**src/rtl/alu_pkg.sv**
```systemverilog
// Shared definitions for the ALU arbiter: FSM encoding, control-field layout,
// flag ordering and logic-function indices used by the external ALU.
package alu_pkg;

    typedef enum logic [1:0] {
        ST_IDLE = 2'd0,
        ST_EXEC = 2'd1,
        ST_DONE = 2'd2
    } state_t;

    // 6-bit per-requester control word: {invert_a, invert_b, is_logic, func[2:0]}
    localparam int CTL_W        = 6;
    localparam int CTL_FUNC_LSB = 0;
    localparam int CTL_FUNC_MSB = 2;
    localparam int CTL_IS_LOGIC = 3;
    localparam int CTL_INVERT_B = 4;
    localparam int CTL_INVERT_A = 5;

    // NZCV register bit order
    localparam int FLAG_V = 0;
    localparam int FLAG_C = 1;
    localparam int FLAG_Z = 2;
    localparam int FLAG_N = 3;

    // Logic function indices understood by the ALU when is_logic is set
    localparam logic [2:0] FUNC_AND    = 3'd0;
    localparam logic [2:0] FUNC_OR     = 3'd1;
    localparam logic [2:0] FUNC_XOR    = 3'd2;
    localparam logic [2:0] FUNC_PASS_B = 3'd3;

    // Extract the 32-bit operand of requester idx from a packed 64-bit bus
    function automatic logic [31:0] word_field(input logic [63:0] w, input logic idx);
        return idx ? w[63:32] : w[31:0];
    endfunction

    // Extract the control word of requester idx from the packed 12-bit bus
    function automatic logic [CTL_W-1:0] ctl_field(input logic [2*CTL_W-1:0] c, input logic idx);
        return idx ? c[2*CTL_W-1:CTL_W] : c[CTL_W-1:0];
    endfunction

    // Assemble ALU flag outputs into NZCV order
    function automatic logic [3:0] pack_flags(input logic n, input logic z,
                                              input logic c, input logic v);
        logic [3:0] f;
        f         = 4'b0000;
        f[FLAG_N] = n;
        f[FLAG_Z] = z;
        f[FLAG_C] = c;
        f[FLAG_V] = v;
        return f;
    endfunction

endpackage

```
**src/rtl/alu_arbiter_if.sv**
```systemverilog
// Requester-side bus of the ALU arbiter: two requesters sharing one response port.
interface alu_arbiter_if;
    import alu_pkg::*;

    logic [1:0]         req_valid;
    logic [1:0]         req_ready;
    logic [63:0]        req_a;
    logic [63:0]        req_b;
    logic [2*CTL_W-1:0] req_ctl;
    logic [1:0]         req_cin;
    logic [1:0]         req_setflags;
    logic [1:0]         rsp_valid;
    logic [31:0]        rsp_result;
    logic [3:0]         rsp_flags;

    modport master (
        output req_valid, req_a, req_b, req_ctl, req_cin, req_setflags,
        input  req_ready, rsp_valid, rsp_result, rsp_flags
    );

    modport slave (
        input  req_valid, req_a, req_b, req_ctl, req_cin, req_setflags,
        output req_ready, rsp_valid, rsp_result, rsp_flags
    );
endinterface

```
**src/rtl/rr_arbiter2.sv**
```systemverilog
// Two-way round-robin arbiter. The pointer names the requester that wins a tie
// and flips to the other requester after every accepted grant.
module rr_arbiter2 (
    input  logic       clk,
    input  logic       rst_n,
    input  logic [1:0] req,
    input  logic       advance,
    output logic [1:0] grant
);

    logic       ptr_r;
    logic [1:0] grant_s;

    // Grant selection: lone requester wins, tie resolved by the pointer
    always_comb begin
        grant_s = 2'b00;
        case (req)
            2'b01:   grant_s = 2'b01;
            2'b10:   grant_s = 2'b10;
            2'b11:   grant_s = ptr_r ? 2'b10 : 2'b01;
            default: grant_s = 2'b00;
        endcase
    end

    // Priority pointer: hand priority to the requester that was not served
    always_ff @(posedge clk or negedge rst_n) begin
        if (!rst_n) begin
            ptr_r <= 1'b0;
        end else if (advance && (grant_s != 2'b00)) begin
            ptr_r <= grant_s[0];
        end else begin
            ptr_r <= ptr_r;
        end
    end

    assign grant = grant_s;

endmodule

```
**src/rtl/alu_arbiter.sv**
```systemverilog
// Arbitrates two requesters onto one shared external ALU. An accepted operation
// is latched, presented to the ALU for EXEC_CYCLES cycles (legal 1..15), then the
// result is captured and returned as a one-cycle response pulse.
module alu_arbiter
    import alu_pkg::*;
#(
    parameter int EXEC_CYCLES = 2
) (
    input  logic        clk,
    input  logic        rst_n,
    alu_arbiter_if.slave bus,
    output logic [3:0]  nzcv,
    output logic [31:0] alu_a,
    output logic [31:0] alu_b,
    output logic        alu_invert_a,
    output logic        alu_invert_b,
    output logic        alu_is_logic,
    output logic        alu_cin,
    output logic        alu_active,
    output logic [2:0]  alu_func,
    input  logic [31:0] alu_result,
    input  logic        alu_n,
    input  logic        alu_z,
    input  logic        alu_c,
    input  logic        alu_v
);

    localparam logic [3:0] LAST_CNT = 4'(EXEC_CYCLES - 1);

    state_t             state_r;
    state_t             state_nxt_s;
    logic [1:0]         grant_s;
    logic [1:0]         ready_s;
    logic               advance_s;
    logic               gidx_s;
    logic               last_s;
    logic [3:0]         cnt_r;
    logic               idx_r;
    logic               cin_r;
    logic               setflags_r;
    logic               active_r;
    logic [31:0]        a_r;
    logic [31:0]        b_r;
    logic [CTL_W-1:0]   ctl_r;
    logic [1:0]         rsp_valid_r;
    logic [31:0]        rsp_result_r;
    logic [3:0]         rsp_flags_r;
    logic [3:0]         nzcv_r;

    rr_arbiter2 u_rr (
        .clk     (clk),
        .rst_n   (rst_n),
        .req     (bus.req_valid),
        .advance (advance_s),
        .grant   (grant_s)
    );

    // Handshake: accept only in IDLE and never while reset is asserted
    always_comb begin
        ready_s = 2'b00;
        if (rst_n && (state_r == ST_IDLE)) begin
            ready_s = grant_s & bus.req_valid;
        end else begin
            ready_s = 2'b00;
        end
    end

    assign advance_s = |ready_s;
    assign gidx_s    = ready_s[1];
    assign last_s    = (state_r == ST_EXEC) && (cnt_r == LAST_CNT);

    // Next-state logic
    always_comb begin
        state_nxt_s = state_r;
        case (state_r)
            ST_IDLE: begin
                if (advance_s) state_nxt_s = ST_EXEC;
                else           state_nxt_s = ST_IDLE;
            end
            ST_EXEC: begin
                if (last_s) state_nxt_s = ST_DONE;
                else        state_nxt_s = ST_EXEC;
            end
            ST_DONE: state_nxt_s = ST_IDLE;
            default: state_nxt_s = ST_IDLE;
        endcase
    end

    // State register
    always_ff @(posedge clk or negedge rst_n) begin
        if (!rst_n) state_r <= ST_IDLE;
        else        state_r <= state_nxt_s;
    end

    // ALU-active flag, registered so it is high exactly during EXEC
    always_ff @(posedge clk or negedge rst_n) begin
        if (!rst_n) active_r <= 1'b0;
        else        active_r <= (state_nxt_s == ST_EXEC);
    end

    // Operand latch: captures the granted request; held until the next grant
    always_ff @(posedge clk or negedge rst_n) begin
        if (!rst_n) begin
            a_r        <= 32'd0;
            b_r        <= 32'd0;
            ctl_r      <= {CTL_W{1'b0}};
            cin_r      <= 1'b0;
            setflags_r <= 1'b0;
            idx_r      <= 1'b0;
        end else if (advance_s) begin
            a_r        <= word_field(bus.req_a, gidx_s);
            b_r        <= word_field(bus.req_b, gidx_s);
            ctl_r      <= ctl_field(bus.req_ctl, gidx_s);
            cin_r      <= bus.req_cin[gidx_s];
            setflags_r <= bus.req_setflags[gidx_s];
            idx_r      <= gidx_s;
        end else begin
            a_r        <= a_r;
            b_r        <= b_r;
            ctl_r      <= ctl_r;
            cin_r      <= cin_r;
            setflags_r <= setflags_r;
            idx_r      <= idx_r;
        end
    end

    // Execution counter: counts EXEC cycles, restarts on each grant
    always_ff @(posedge clk or negedge rst_n) begin
        if (!rst_n) begin
            cnt_r <= 4'd0;
        end else if (advance_s || last_s) begin
            cnt_r <= 4'd0;
        end else if (state_r == ST_EXEC) begin
            cnt_r <= cnt_r + 4'd1;
        end else begin
            cnt_r <= cnt_r;
        end
    end

    // Response capture: sample ALU on the final EXEC cycle, pulse valid in DONE
    always_ff @(posedge clk or negedge rst_n) begin
        if (!rst_n) begin
            rsp_valid_r  <= 2'b00;
            rsp_result_r <= 32'd0;
            rsp_flags_r  <= 4'd0;
        end else if (last_s) begin
            rsp_valid_r  <= {idx_r, ~idx_r};
            rsp_result_r <= alu_result;
            rsp_flags_r  <= pack_flags(alu_n, alu_z, alu_c, alu_v);
        end else begin
            rsp_valid_r  <= 2'b00;
            rsp_result_r <= rsp_result_r;
            rsp_flags_r  <= rsp_flags_r;
        end
    end

    // Architectural flags: commit at the end of DONE when the op asked for it
    always_ff @(posedge clk or negedge rst_n) begin
        if (!rst_n) begin
            nzcv_r <= 4'd0;
        end else if ((state_r == ST_DONE) && setflags_r) begin
            nzcv_r <= rsp_flags_r;
        end else begin
            nzcv_r <= nzcv_r;
        end
    end

    assign bus.req_ready  = ready_s;
    assign bus.rsp_valid  = rsp_valid_r;
    assign bus.rsp_result = rsp_result_r;
    assign bus.rsp_flags  = rsp_flags_r;
    assign nzcv           = nzcv_r;
    assign alu_a          = a_r;
    assign alu_b          = b_r;
    assign alu_invert_a   = ctl_r[CTL_INVERT_A];
    assign alu_invert_b   = ctl_r[CTL_INVERT_B];
    assign alu_is_logic   = ctl_r[CTL_IS_LOGIC];
    assign alu_func       = ctl_r[CTL_FUNC_MSB:CTL_FUNC_LSB];
    assign alu_cin        = cin_r;
    assign alu_active     = active_r;

endmodule

```
**src/flat_wrapper.sv**
```systemverilog
// flat-port wrapper written by rule: the top's interface ports become plain ports
module alu_arbiter_flat import alu_pkg::*;
#(
    parameter int EXEC_CYCLES = 2
)
  (clk, rst_n, nzcv, alu_a, alu_b, alu_invert_a, alu_invert_b, alu_is_logic, alu_cin, alu_active, alu_func, alu_result, alu_n, alu_z, alu_c, alu_v, bus_req_valid, bus_req_a, bus_req_b, bus_req_ctl, bus_req_cin, bus_req_setflags, bus_req_ready, bus_rsp_valid, bus_rsp_result, bus_rsp_flags);
  alu_arbiter_if bus_i ();
  input  logic clk;
  input  logic rst_n;
  output logic [3:0] nzcv;
  output logic [31:0] alu_a;
  output logic [31:0] alu_b;
  output logic alu_invert_a;
  output logic alu_invert_b;
  output logic alu_is_logic;
  output logic alu_cin;
  output logic alu_active;
  output logic [2:0] alu_func;
  input  logic [31:0] alu_result;
  input  logic alu_n;
  input  logic alu_z;
  input  logic alu_c;
  input  logic alu_v;
  input wire logic [$bits(bus_i.req_valid)-1:0] bus_req_valid;
  input wire logic [$bits(bus_i.req_a)-1:0] bus_req_a;
  input wire logic [$bits(bus_i.req_b)-1:0] bus_req_b;
  input wire logic [$bits(bus_i.req_ctl)-1:0] bus_req_ctl;
  input wire logic [$bits(bus_i.req_cin)-1:0] bus_req_cin;
  input wire logic [$bits(bus_i.req_setflags)-1:0] bus_req_setflags;
  output wire logic [$bits(bus_i.req_ready)-1:0] bus_req_ready;
  output wire logic [$bits(bus_i.rsp_valid)-1:0] bus_rsp_valid;
  output wire logic [$bits(bus_i.rsp_result)-1:0] bus_rsp_result;
  output wire logic [$bits(bus_i.rsp_flags)-1:0] bus_rsp_flags;
  assign bus_i.req_valid = bus_req_valid;
  assign bus_i.req_a = bus_req_a;
  assign bus_i.req_b = bus_req_b;
  assign bus_i.req_ctl = bus_req_ctl;
  assign bus_i.req_cin = bus_req_cin;
  assign bus_i.req_setflags = bus_req_setflags;
  assign bus_req_ready = bus_i.req_ready;
  assign bus_rsp_valid = bus_i.rsp_valid;
  assign bus_rsp_result = bus_i.rsp_result;
  assign bus_rsp_flags = bus_i.rsp_flags;
  alu_arbiter #(.EXEC_CYCLES(EXEC_CYCLES)) u_core (.clk(clk), .rst_n(rst_n), .bus(bus_i), .nzcv(nzcv), .alu_a(alu_a), .alu_b(alu_b), .alu_invert_a(alu_invert_a), .alu_invert_b(alu_invert_b), .alu_is_logic(alu_is_logic), .alu_cin(alu_cin), .alu_active(alu_active), .alu_func(alu_func), .alu_result(alu_result), .alu_n(alu_n), .alu_z(alu_z), .alu_c(alu_c), .alu_v(alu_v));
endmodule
```
**config.mk**
```make
export PLATFORM = sky130hd
export DESIGN_NAME = alu_arbiter_flat
export DESIGN_NICKNAME = d
export VERILOG_FILES = /design/src/rtl/alu_pkg.sv /design/src/rtl/alu_arbiter_if.sv /design/src/rtl/rr_arbiter2.sv /design/src/rtl/alu_arbiter.sv /design/src/flat_wrapper.sv
export SDC_FILE = /design/constraint.sdc
export NUM_CORES = 1
export LEC_CHECK = 0
export ABC_AREA = 1
export BUFFER_PORTS_ARGS = -buffer_cell sky130_fd_sc_hd__buf_2
export CAP_MARGIN = 0
export CORE_AREA = 3 3 160 162
export CTS_CLUSTER_DIAMETER = 120
export CTS_CLUSTER_SIZE = 28
export DETAILED_ROUTE_END_ITERATION = 10
export DIE_AREA = 0 0 163 165
export SYNTH_ARGS = -nofsm -noshare
export SYNTH_HDL_FRONTEND = slang
export SYNTH_SLANG_ARGS = --single-unit
```
**constraint.sdc**
```tcl
create_clock -name clk -period 2.2 [get_ports clk]
set_input_delay 0.44 -clock clk [delete_from_list [all_inputs] [get_ports clk]]
set_output_delay 0.44 -clock clk [all_outputs]
set_load 0.05 [all_outputs]
```
==> flow_metrics.env, run 1 <==
export IMPL_ys_ff_latch=123
export IMPL_fin_area_um2=8590
export IMPL_power_frac_comb=0.515
export IMPL_grt_max_degree=124
export IMPL_finalHoldViolations=0
export IMPL_synthAdderAreaFrac=0.00412
export IMPL_peakVddDrop_mv=0.781
export IMPL_syn2layout_area_growth_pct=41.3
export IMPL_synthMuxAreaShare=0
export IMPL_wirelength_um=19200
export IMPL_drv_cap=0
export IMPL_layout_common_cells="nand2_1 (329), buf_2 (297), inv_1 (154), nand3_1 (149), dfrtp_1 (123)"
export IMPL_synth_xor_area_share=0.00432
export IMPL_n_fill_cell=2663
export IMPL_rows=57
export IMPL_hold_buffers=0
export IMPL_nets=1306
export IMPL_syn_area_um2=6080
export IMPL_synth_compound_area_frac=0.0111
export IMPL_max_freq_mhz=482
export IMPL_clk_pin_slew_ps=60
export IMPL_drive_above_1_share=0.312
export IMPL_synth_warnings=0
export IMPL_swShare=0.517
export IMPL_grt_ovfl_total=0
export IMPL_placed_cells=1425
export IMPL_synth_avg_cell_area_um2=7.25
export IMPL_antenna_found_initial=1
export IMPL_p_int_uw=6920
export IMPL_multiInputGateArea_um2=2200
export IMPL_synth_top_cell_area_share=0.506
export IMPL_whs_ps=101
export IMPL_synth_nets=1024
export IMPL_post_route_min_period_ps=2070
export IMPL_worstHoldPathType="input port to async pin"
export IMPL_relSlewSlack=0.525
export IMPL_dieArea_um2=26900
export IMPL_antennaDiodeCount=0
export IMPL_slew_viol_final=0
export IMPL_clock_power_share=0.213
export IMPL_yosys_area_top_type="dfrtp_1"
export IMPL_worst_slew_pin_slew_ps=713
export IMPL_die_width_um=163
export IMPL_power_switching_uw=7410
export IMPL_post_route_period_util=0.943
export IMPL_htree_levels=4
export IMPL_grt_pass1_vias=5904
export IMPL_skew_ps=11.5
export IMPL_crit_path_start_kind="register"
export IMPL_cts_setup_buffers=0
export IMPL_dp_hpwl_um=13200
export IMPL_dr_total_vias=6021
export IMPL_clock_latency_ps=410
export IMPL_cts_made_buffers=17
export IMPL_cts_buffer_depth=2
export IMPL_ys_seq_area_frac=0.506
export IMPL_worst_ep_arrival_time_ps=1630
export IMPL_critical_path_class="register to output pin"
export IMPL_seq_area_um2=3080
export IMPL_start_util=0.251
export IMPL_final_common_cell="nand2_1"
export IMPL_cts_resized=0
export IMPL_die_y_um=165
export IMPL_drtPass1Iterations=4
export IMPL_powerDensity_nw_per_um2=1670
export IMPL_p_seq_frac=0.273
export IMPL_syn_inst=838
export IMPL_setup_viol=0
export IMPL_rsz0062_at_grt="no"
export IMPL_cts_root_buf="clkbuf_16"
export IMPL_p_leak_uw=0.00532
export IMPL_cp_max_fo=5
export IMPL_first_iter_violations=352
export IMPL_drc=0
export IMPL_io_buffers=299
export IMPL_endpoint_kind="output pin"
export IMPL_drtAntennaViolNets=0
export IMPL_synth_top_family_by_area="simple AND/OR/NAND/NOR gates"
export IMPL_gp_congestion=0.759
export IMPL_io_pins=300
export IMPL_stdcell_count=1457
export IMPL_cts_sink_count=123
export IMPL_ys_top_cells_by_area="dfrtp_1 (51%), nand2_1 (20%), nand3_1 (12%), inv_1 (9.5%), buf_2 (2.8%)"
export IMPL_cp_required_ps=1760
export IMPL_gr_usage_all_layers=0.143
export IMPL_setup_tns_ps=0
export IMPL_yosys_area_share_simple=0.337
export IMPL_cts_tree="done"
export IMPL_coreArea_um2=24200
export IMPL_wl_per_cell_um=13.2
export IMPL_grt_pass1_wl_um=30400
export IMPL_outcome="finished clean"
export IMPL_viasPerCell=4.13
export IMPL_ys_types=21
export IMPL_place_area_um2=7950
layout make-up:
| class | count | area share |
|---|---|---|
| well taps | 324 | 0.0472 |
| repair buffers | 310 | 0.194 |
| inverters | 160 | 0.0699 |
| multi-input cells | 508 | 0.256 |
| clock inverters | 15 | 0.0248 |
| clock buffers | 17 | 0.0495 |
| flip-flops and latches | 123 | 0.358 |
through the flow:
stage          worst slack, ps  power [uW]   util
4_1_cts                   69.7       14500  0.354
3_3_place_gp               474       11300  0.328
3_5_place_dp               460       11400  0.328
6_report                   126       14300  0.354
2_1_floorplan              423        9350      -
5_1_grt                   3.65       15300  0.354
state kept, by name, indices dropped and copies added, names as in the netlist:
signal                 flops
u_core.alu_a              32
u_core.alu_active          1
u_core.alu_b              32
u_core.alu_cin             1
u_core.bus.rsp_flags       4
u_core.bus.rsp_result     32
u_core.bus.rsp_valid       2
u_core.cnt_r               4
u_core.ctl_r               6
u_core.idx_r               1
u_core.nzcv                4
u_core.setflags_r          1
u_core.state_r             2
u_core.u_rr.ptr_r          1
worst max-delay path, stage by stage, from the launching register on:
cell and delay (ps):
dfrtp_1 380, inv_2 60, nand2_1 120, nor2_4 220, nand2_2 130, inv_2 60
buf_2 260
path summary, 6_finish.rpt:
path	from	endpoint	slack (ps)	cells after the start
worst max-delay path	u_core.state_r[0]	bus_req_ready[1]	130	6
min in group clk	alu_result[20]	u_core.bus.rsp_result[20]	220	3
worst max register to register	u_core.state_r[0]	u_core.setflags_r	560	8
worst min register to register	u_core.idx_r	u_core.bus.rsp_valid[0]	430	1
max in group asynchronous	rst_n	u_core.alu_a[17]	1540	2
worst min-delay path	rst_n	u_core.cnt_r[2]	100	2
metal layers:
metal,track usage,part of all wire
met1,0.176,0.43
met5,0,0.00068
met2,0.243,0.49
met4,0.0354,0.0098
met3,0.0464,0.078
power by group through the flow:
| stage | Combinational [uW] | Clock (uW) | Sequential, uW |
|---|---|---|---|
| floorplan | 2050 | 0 | 7300 |
| global placement | 7400 | 0 | 3930 |
| detailed placement | 7480 | 0 | 3910 |
| CTS | 7480 | 3160 | 3910 |
| global route | 7990 | 3250 | 4030 |
| finish | 7370 | 3050 | 3910 |
cells by family after synthesis:
family                     after synthesis
AOI/OAI and AO/OA                       13
xor gates and xnor gates                 3
adders and majority gates                2
buffers and inverters                  207
DFF                                    123
and+or+nand+nor                        490
cells in the mapped netlist:
library cell    n
nand2_1       330
inv_1         154
nand3_1       149
dfrtp_1       123
buf_2          34
o21ai_0         9
clkbuf_1        7
inv_2           6
nor2_1          5
buf_4           4
xor2_1          3
buf_1           2
ha_1            2
o21ai_1         2
or2_1           2
a21boi_1        1
a21oi_1         1
nand3_2         1
nor2_2          1
nor3_1          1
nor3_2          1
(Power assumes the default switching activity.)
==> run 2, diff against run 1 <==
==> constraint.sdc (replaced) <==
create_clock -name clk -period 2.2 [get_ports clk]
set_input_delay 0.11 -clock clk [delete_from_list [all_inputs] [get_ports clk]]
set_output_delay 0.11 -clock clk [all_outputs]
set_load 0.05 [all_outputs]
==> run 2 against run 1 <==
Effect of this change: global-route usage grew 0.53 points; critical path depth is the same; clock skew is essentially flat; critical endpoint unchanged.
==> flow_metrics.env, run 2 (synthesized netlist as in run 1, its figures left out) <==
export IMPL_grt_pass1_vias=6391
export IMPL_worstHoldPathType="input port to register"
export IMPL_io_buffers=299
export IMPL_crit_end="bus_req_ready[1]"
export IMPL_critical_path_class="register to output pin"
export IMPL_antennaDiodeCount=0
export IMPL_n_fill_cell=2508
export IMPL_skew_ps=11.3
export IMPL_hold_buffers=92
export IMPL_die_width_um=163
export IMPL_cp_required_ps=2090
export IMPL_gp_congestion=0.773
export IMPL_cts_sink_count=123
export IMPL_max_freq_mhz=502
export IMPL_rsz0062_at_grt="no"
export IMPL_drv_cap=0
export IMPL_rr_worst_depth=7
export IMPL_dieArea_um2=26900
export IMPL_powerDensity_nw_per_um2=1500
export IMPL_viasPerCell=4.16
export IMPL_die_y_um=165
export IMPL_slew_viol_final=0
export IMPL_io_pins=300
export IMPL_grt_pass1_wl_um=31900
export IMPL_wl_per_cell_um=13.0
export IMPL_cts_made_buffers=17
export IMPL_nets=1399
export IMPL_post_route_min_period_ps=1990
export IMPL_dr_total_vias=6455
export IMPL_relSlewSlack=0.427
export IMPL_finalHoldViolations=0
export IMPL_gr_usage_all_layers=0.148
export IMPL_layout_common_cells="nand2_1 (329), buf_2 (297), inv_1 (154), nand3_1 (149), dfrtp_1 (123)"
export IMPL_grt_ovfl_total=0
export IMPL_placed_cells=1426
export IMPL_cts_tree="done"
export IMPL_clk_pin_slew_ps=60
export IMPL_dp_hpwl_um=13100
export IMPL_rows=57
export IMPL_stdcell_count=1550
export IMPL_cts_resized=0
export IMPL_first_iter_violations=368
export IMPL_antenna_found_initial=1
export IMPL_crit_path_start_kind="register"
export IMPL_drive_above_1_share=0.290
export IMPL_wirelength_um=20200
export IMPL_drc=0
export IMPL_peakVddDrop_mv=0.784
export IMPL_cts_setup_buffers=0
export IMPL_endpoint_kind="output pin"
export IMPL_worst_slew_pin_slew_ps=856
export IMPL_worst_ep_arrival_time_ps=1880
export IMPL_rr_endpoint="u_core.alu_b[1]"
export IMPL_htree_levels=4
export IMPL_start_util=0.251
export IMPL_rr_startpoint="u_core.state_r[0]"
export IMPL_syn2layout_area_growth_pct=55.8
export IMPL_p_leak_uw=0.00568
export IMPL_cts_buffer_depth=2
export IMPL_outcome="finished clean"
export IMPL_post_route_period_util=0.905
export IMPL_cp_max_fo=48
export IMPL_setup_tns_ps=0
export IMPL_final_common_cell="nand2_1"
export IMPL_drtPass1Iterations=5
export IMPL_critPathLaunch="u_core.u_rr.ptr_r"
export IMPL_cts_root_buf="clkbuf_16"
export IMPL_clock_latency_ps=410
export IMPL_grt_max_degree=124
export IMPL_r2r_slack_ps=570
export IMPL_coreArea_um2=24200
export IMPL_utilization=0.390
export IMPL_drtAntennaViolNets=0
export IMPL_setup_viol=0
[run 2: cell types whose count changed in the layout (fill, tap and decap cells not counted)]
cell | before | now
dlygate4sd3_1 | 0 | 92
bufinv_16 | 4 | 1
clkinvlp_4 | 1 | 4
inv_6 | 3 | 6
clkinv_2 | 2 | 0
buf_12 | 6 | 7
clkinv_4 | 3 | 2
[run 2: worst max-delay path: stages, from the launching register on]
cell and delay, ps:
dfrtp_1 320, inv_1 70, a21boi_4 380, nand2_2 170, buf_12 230, inv_2 60, buf_2 250
[run 2: per-layer routing]
metal	share of wire	vias up	global-route usage
met3	0.072	21	0.0419
met5	0.00065	-	0
met4	0.016	2	0.0431
met1	0.41	2945	0.173
met2	0.50	234	0.266
li1	-	3253	-
[run 2: metrics by stage]
stage | hold WS, ps | cell area, um2 | setup slack, ps | total power [uW]
finish | 17.5 | 9470 | 208 | 14200
global placement | 302 | 7970 | 577 | 11300
detailed placement | 297 | 7970 | 560 | 11400
CTS | 0.279 | 9470 | 151 | 14400
global route | 13.3 | 9470 | 43.4 | 15100
floorplan | -186 | 6080 | 753 | 9350
[run 2: layout make-up]
class | count | area [um2] | share of cell area
clock buffer | 17 | 425 | 0.0449
clock inverter | 15 | 153 | 0.0161
inverter | 160 | 601 | 0.0634
multi-input combinational | 508 | 2200 | 0.233
sequential | 123 | 3080 | 0.325
tap | 324 | 405 | 0.0428
timing repair buffer | 403 | 2600 | 0.275
[run 2: worst min path at each step]
stage / start / endpoint / depth (start not counted)
detailed placement: rst_n / u_core.ctl_r[1] / 2
floorplan: rst_n / u_core.alu_a[0] / 0
CTS: bus_req_b[23] / u_core.alu_b[23] / 5
global placement: alu_result[30] / u_core.bus.rsp_result[30] / 3
finish: bus_req_a[8] / u_core.alu_a[8] / 5
global route: bus_req_a[8] / u_core.alu_a[8] / 5
[run 2: report_power, final]
group / switching, uW / internal, uW / leakage (uW) / total, uW
Clock: 1170 / 1590 / 0.000272 / 2770
Combinational: 5740 / 1780 / 0.00387 / 7520
Sequential: 565 / 3330 / 0.00153 / 3890
==> run 3, diff against run 2 <==
--- a/config.mk
+++ b/config.mk
@@ -8,11 +8,11 @@
 export ABC_AREA = 1
 export BUFFER_PORTS_ARGS = -buffer_cell sky130_fd_sc_hd__buf_2
 export CAP_MARGIN = 0
-export CORE_AREA = 3 3 160 162
+export CORE_AREA = 2 2 159 161
 export CTS_CLUSTER_DIAMETER = 120
 export CTS_CLUSTER_SIZE = 28
 export DETAILED_ROUTE_END_ITERATION = 10
-export DIE_AREA = 0 0 163 165
+export DIE_AREA = 0 0 161 163
 export SYNTH_ARGS = -nofsm -noshare
 export SYNTH_HDL_FRONTEND = slang
 export SYNTH_SLANG_ARGS = --single-unit
==> run 3 against run 2 <==
Effect of this change: via count barely moved; non-clock buffer count fell by 5; sequential cell count did not move; cell count did not move; global-route usage rose by 0.22 points; critical path type unchanged; critical path depth did not move; design area fell by 0.57%; clock power rose by 5%; sequential share of layout area rose by 0.19 points; first-iteration DRC count fell by 19%; hold slack got worse by 3.8 ps; combinational power barely moved.
==> flow_metrics.env, run 3 (synthesized netlist as in run 1, its figures left out) <==
export IMPL_outcome="finished clean"
export IMPL_layout_common_cells="nand2_1 (329), buf_2 (297), inv_1 (154), nand3_1 (149), dfrtp_1 (123)"
export IMPL_final_common_cell="nand2_1"
export IMPL_cp_required_ps=2090
export IMPL_worst_slew_pin_slew_ps=843
export IMPL_max_stage_delay_ps=390
export IMPL_powerDensity_nw_per_um2=1520
export IMPL_antenna_found_initial=0
export IMPL_clock_latency_ps=410
export IMPL_peakVddDrop_mv=0.725
export IMPL_worst_ep_arrival_time_ps=1900
export IMPL_worstHoldPathType="input port to register"
export IMPL_wirelength_um=19700
export IMPL_whs_ps=13.8
export IMPL_max_freq_mhz=497
export IMPL_nets=1394
export IMPL_first_iter_violations=297
export IMPL_rr_startpoint="u_core.state_r[1]"
export IMPL_syn2layout_area_growth_pct=54.9
export IMPL_post_route_period_util=0.915
export IMPL_clk_pin_slew_ps=60
export IMPL_start_util=0.246
export IMPL_drtPass1Iterations=4
export IMPL_dr_total_vias=6452
export IMPL_gp_congestion=0.808
export IMPL_gr_usage_all_layers=0.151
export IMPL_cts_made_buffers=17
export IMPL_io_buffers=299
export IMPL_endpoint_kind="output pin"
export IMPL_skew_ps=7.86
export IMPL_rr_endpoint="u_core.alu_a[7]"
export IMPL_r2r_slack_ps=480
export IMPL_cts_buffer_depth=2
export IMPL_grt_max_degree=64
export IMPL_cpMostUsedCell="inv_2"
export IMPL_wl_per_cell_um=12.7
export IMPL_rows=58
export IMPL_viasPerCell=4.16
export IMPL_slew_viol_final=0
export IMPL_htree_levels=4
export IMPL_cts_resized=0
export IMPL_min_to="u_core.alu_b[19]"
export IMPL_total_power_uw=14300
export IMPL_rr_worst_depth=8
export IMPL_cp_max_fo=21
export IMPL_crit_path_start_kind="register"
export IMPL_die_width_um=161
export IMPL_drv_cap=0
export IMPL_drive_above_1_share=0.292
export IMPL_grt_ovfl_total=0
export IMPL_crit_chain="inv_2 > nand2_1 > nor2_4 > nand2_2 > inv_2 > buf_2"
export IMPL_critPathLaunch="u_core.state_r[1]"
export IMPL_setup_viol=0
export IMPL_drtAntennaViolNets=0
export IMPL_finalHoldViolations=0
export IMPL_relSlewSlack=0.438
export IMPL_drc=0
export IMPL_p_leak_uw=0.00567
export IMPL_coreArea_um2=24700
export IMPL_antennaDiodeCount=0
export IMPL_io_pins=300
export IMPL_cts_root_buf="clkbuf_16"
export IMPL_rsz0062_at_grt="no"
export IMPL_worstHoldStart="bus_req_b[19]"
export IMPL_slowest_stage="dfrtp_1"
export IMPL_dieArea_um2=26200
export IMPL_grt_pass1_vias=6409
export IMPL_cts_tree="done"
export IMPL_cts_sink_count=123
export IMPL_die_y_um=163
export IMPL_dp_hpwl_um=13100
export IMPL_grt_pass1_wl_um=31500
export IMPL_critical_path_class="register to output pin"
export IMPL_setup_tns_ps=0
export IMPL_post_route_min_period_ps=2010
export IMPL_hold_depth=5
[run 3: cell types whose count changed in the layout (fill, tap and decap cells not counted), moves of 3 or more]
cell | previous run | this run
buf_12 | 7 | 4
buf_4 | 6 | 12
dlygate4sd3_1 | 92 | 84
inv_6 | 6 | 0
clkbuf_8 | 0 | 3
[run 3: power breakdown]
part / internal [uW] / switching, uW
Clock: 1870 / 1050
Sequential: 3330 / 573
Combinational: 1770 / 5730
Total: 6960 / 7350
[run 3: how the worst max path moves through the flow]
stage / end / cells past startpoint
finish: bus_req_ready[1] / 6
global route: bus_req_ready[1] / 6
CTS: bus_req_ready[1] / 6
detailed placement: u_core.alu_a[7] / 8
global placement: u_core.alu_a[7] / 8
floorplan: bus_req_ready[0] / 7
[run 3: timing repair]
| action | in CTS | in global routing |
|---|---|---|
| endpoints found under the hold margin | 206 | 0 |
| setup buffers | 0 | 0 |
| hold buffers | 84 | 0 |
[run 3: worst max-delay path: cells and delay by family (launching register included)]
kind | cells | cell delay, ps
buf+inv | 3 | 450
flops | 1 | 390
simple gates | 3 | 650
[run 3: layout make-up]
| type | count | area [um2] |
|---|---|---|
| inverter | 160 | 601 |
| timing repair buffer | 398 | 2510 |
| sequential | 123 | 3080 |
| fill | 2579 | 15300 |
| multi-input combinational | 508 | 2200 |
| tap | 330 | 413 |
| clock buffer | 21 | 470 |
| clock inverter | 10 | 141 |
[run 3: metrics by stage]
step                      setup WS (ps)   util  instance area, um2  instances
after floorplan                     753      -                6080        838
after global placement              474  0.323                7960       1435
after detailed placement            468  0.323                7960       1435
after CTS                           151  0.382                9410       1550
after global routing               39.4  0.382                9410       1550
final                               187  0.382                9410       1550
[run 3: layer usage]
layer  up-vias  track usage  share of wire
met3        34       0.0379          0.061
met5         -            0              0
li1       3238            -              -
met4         0       0.0568          0.023
met2       236        0.261           0.49
met1      2944        0.181           0.42
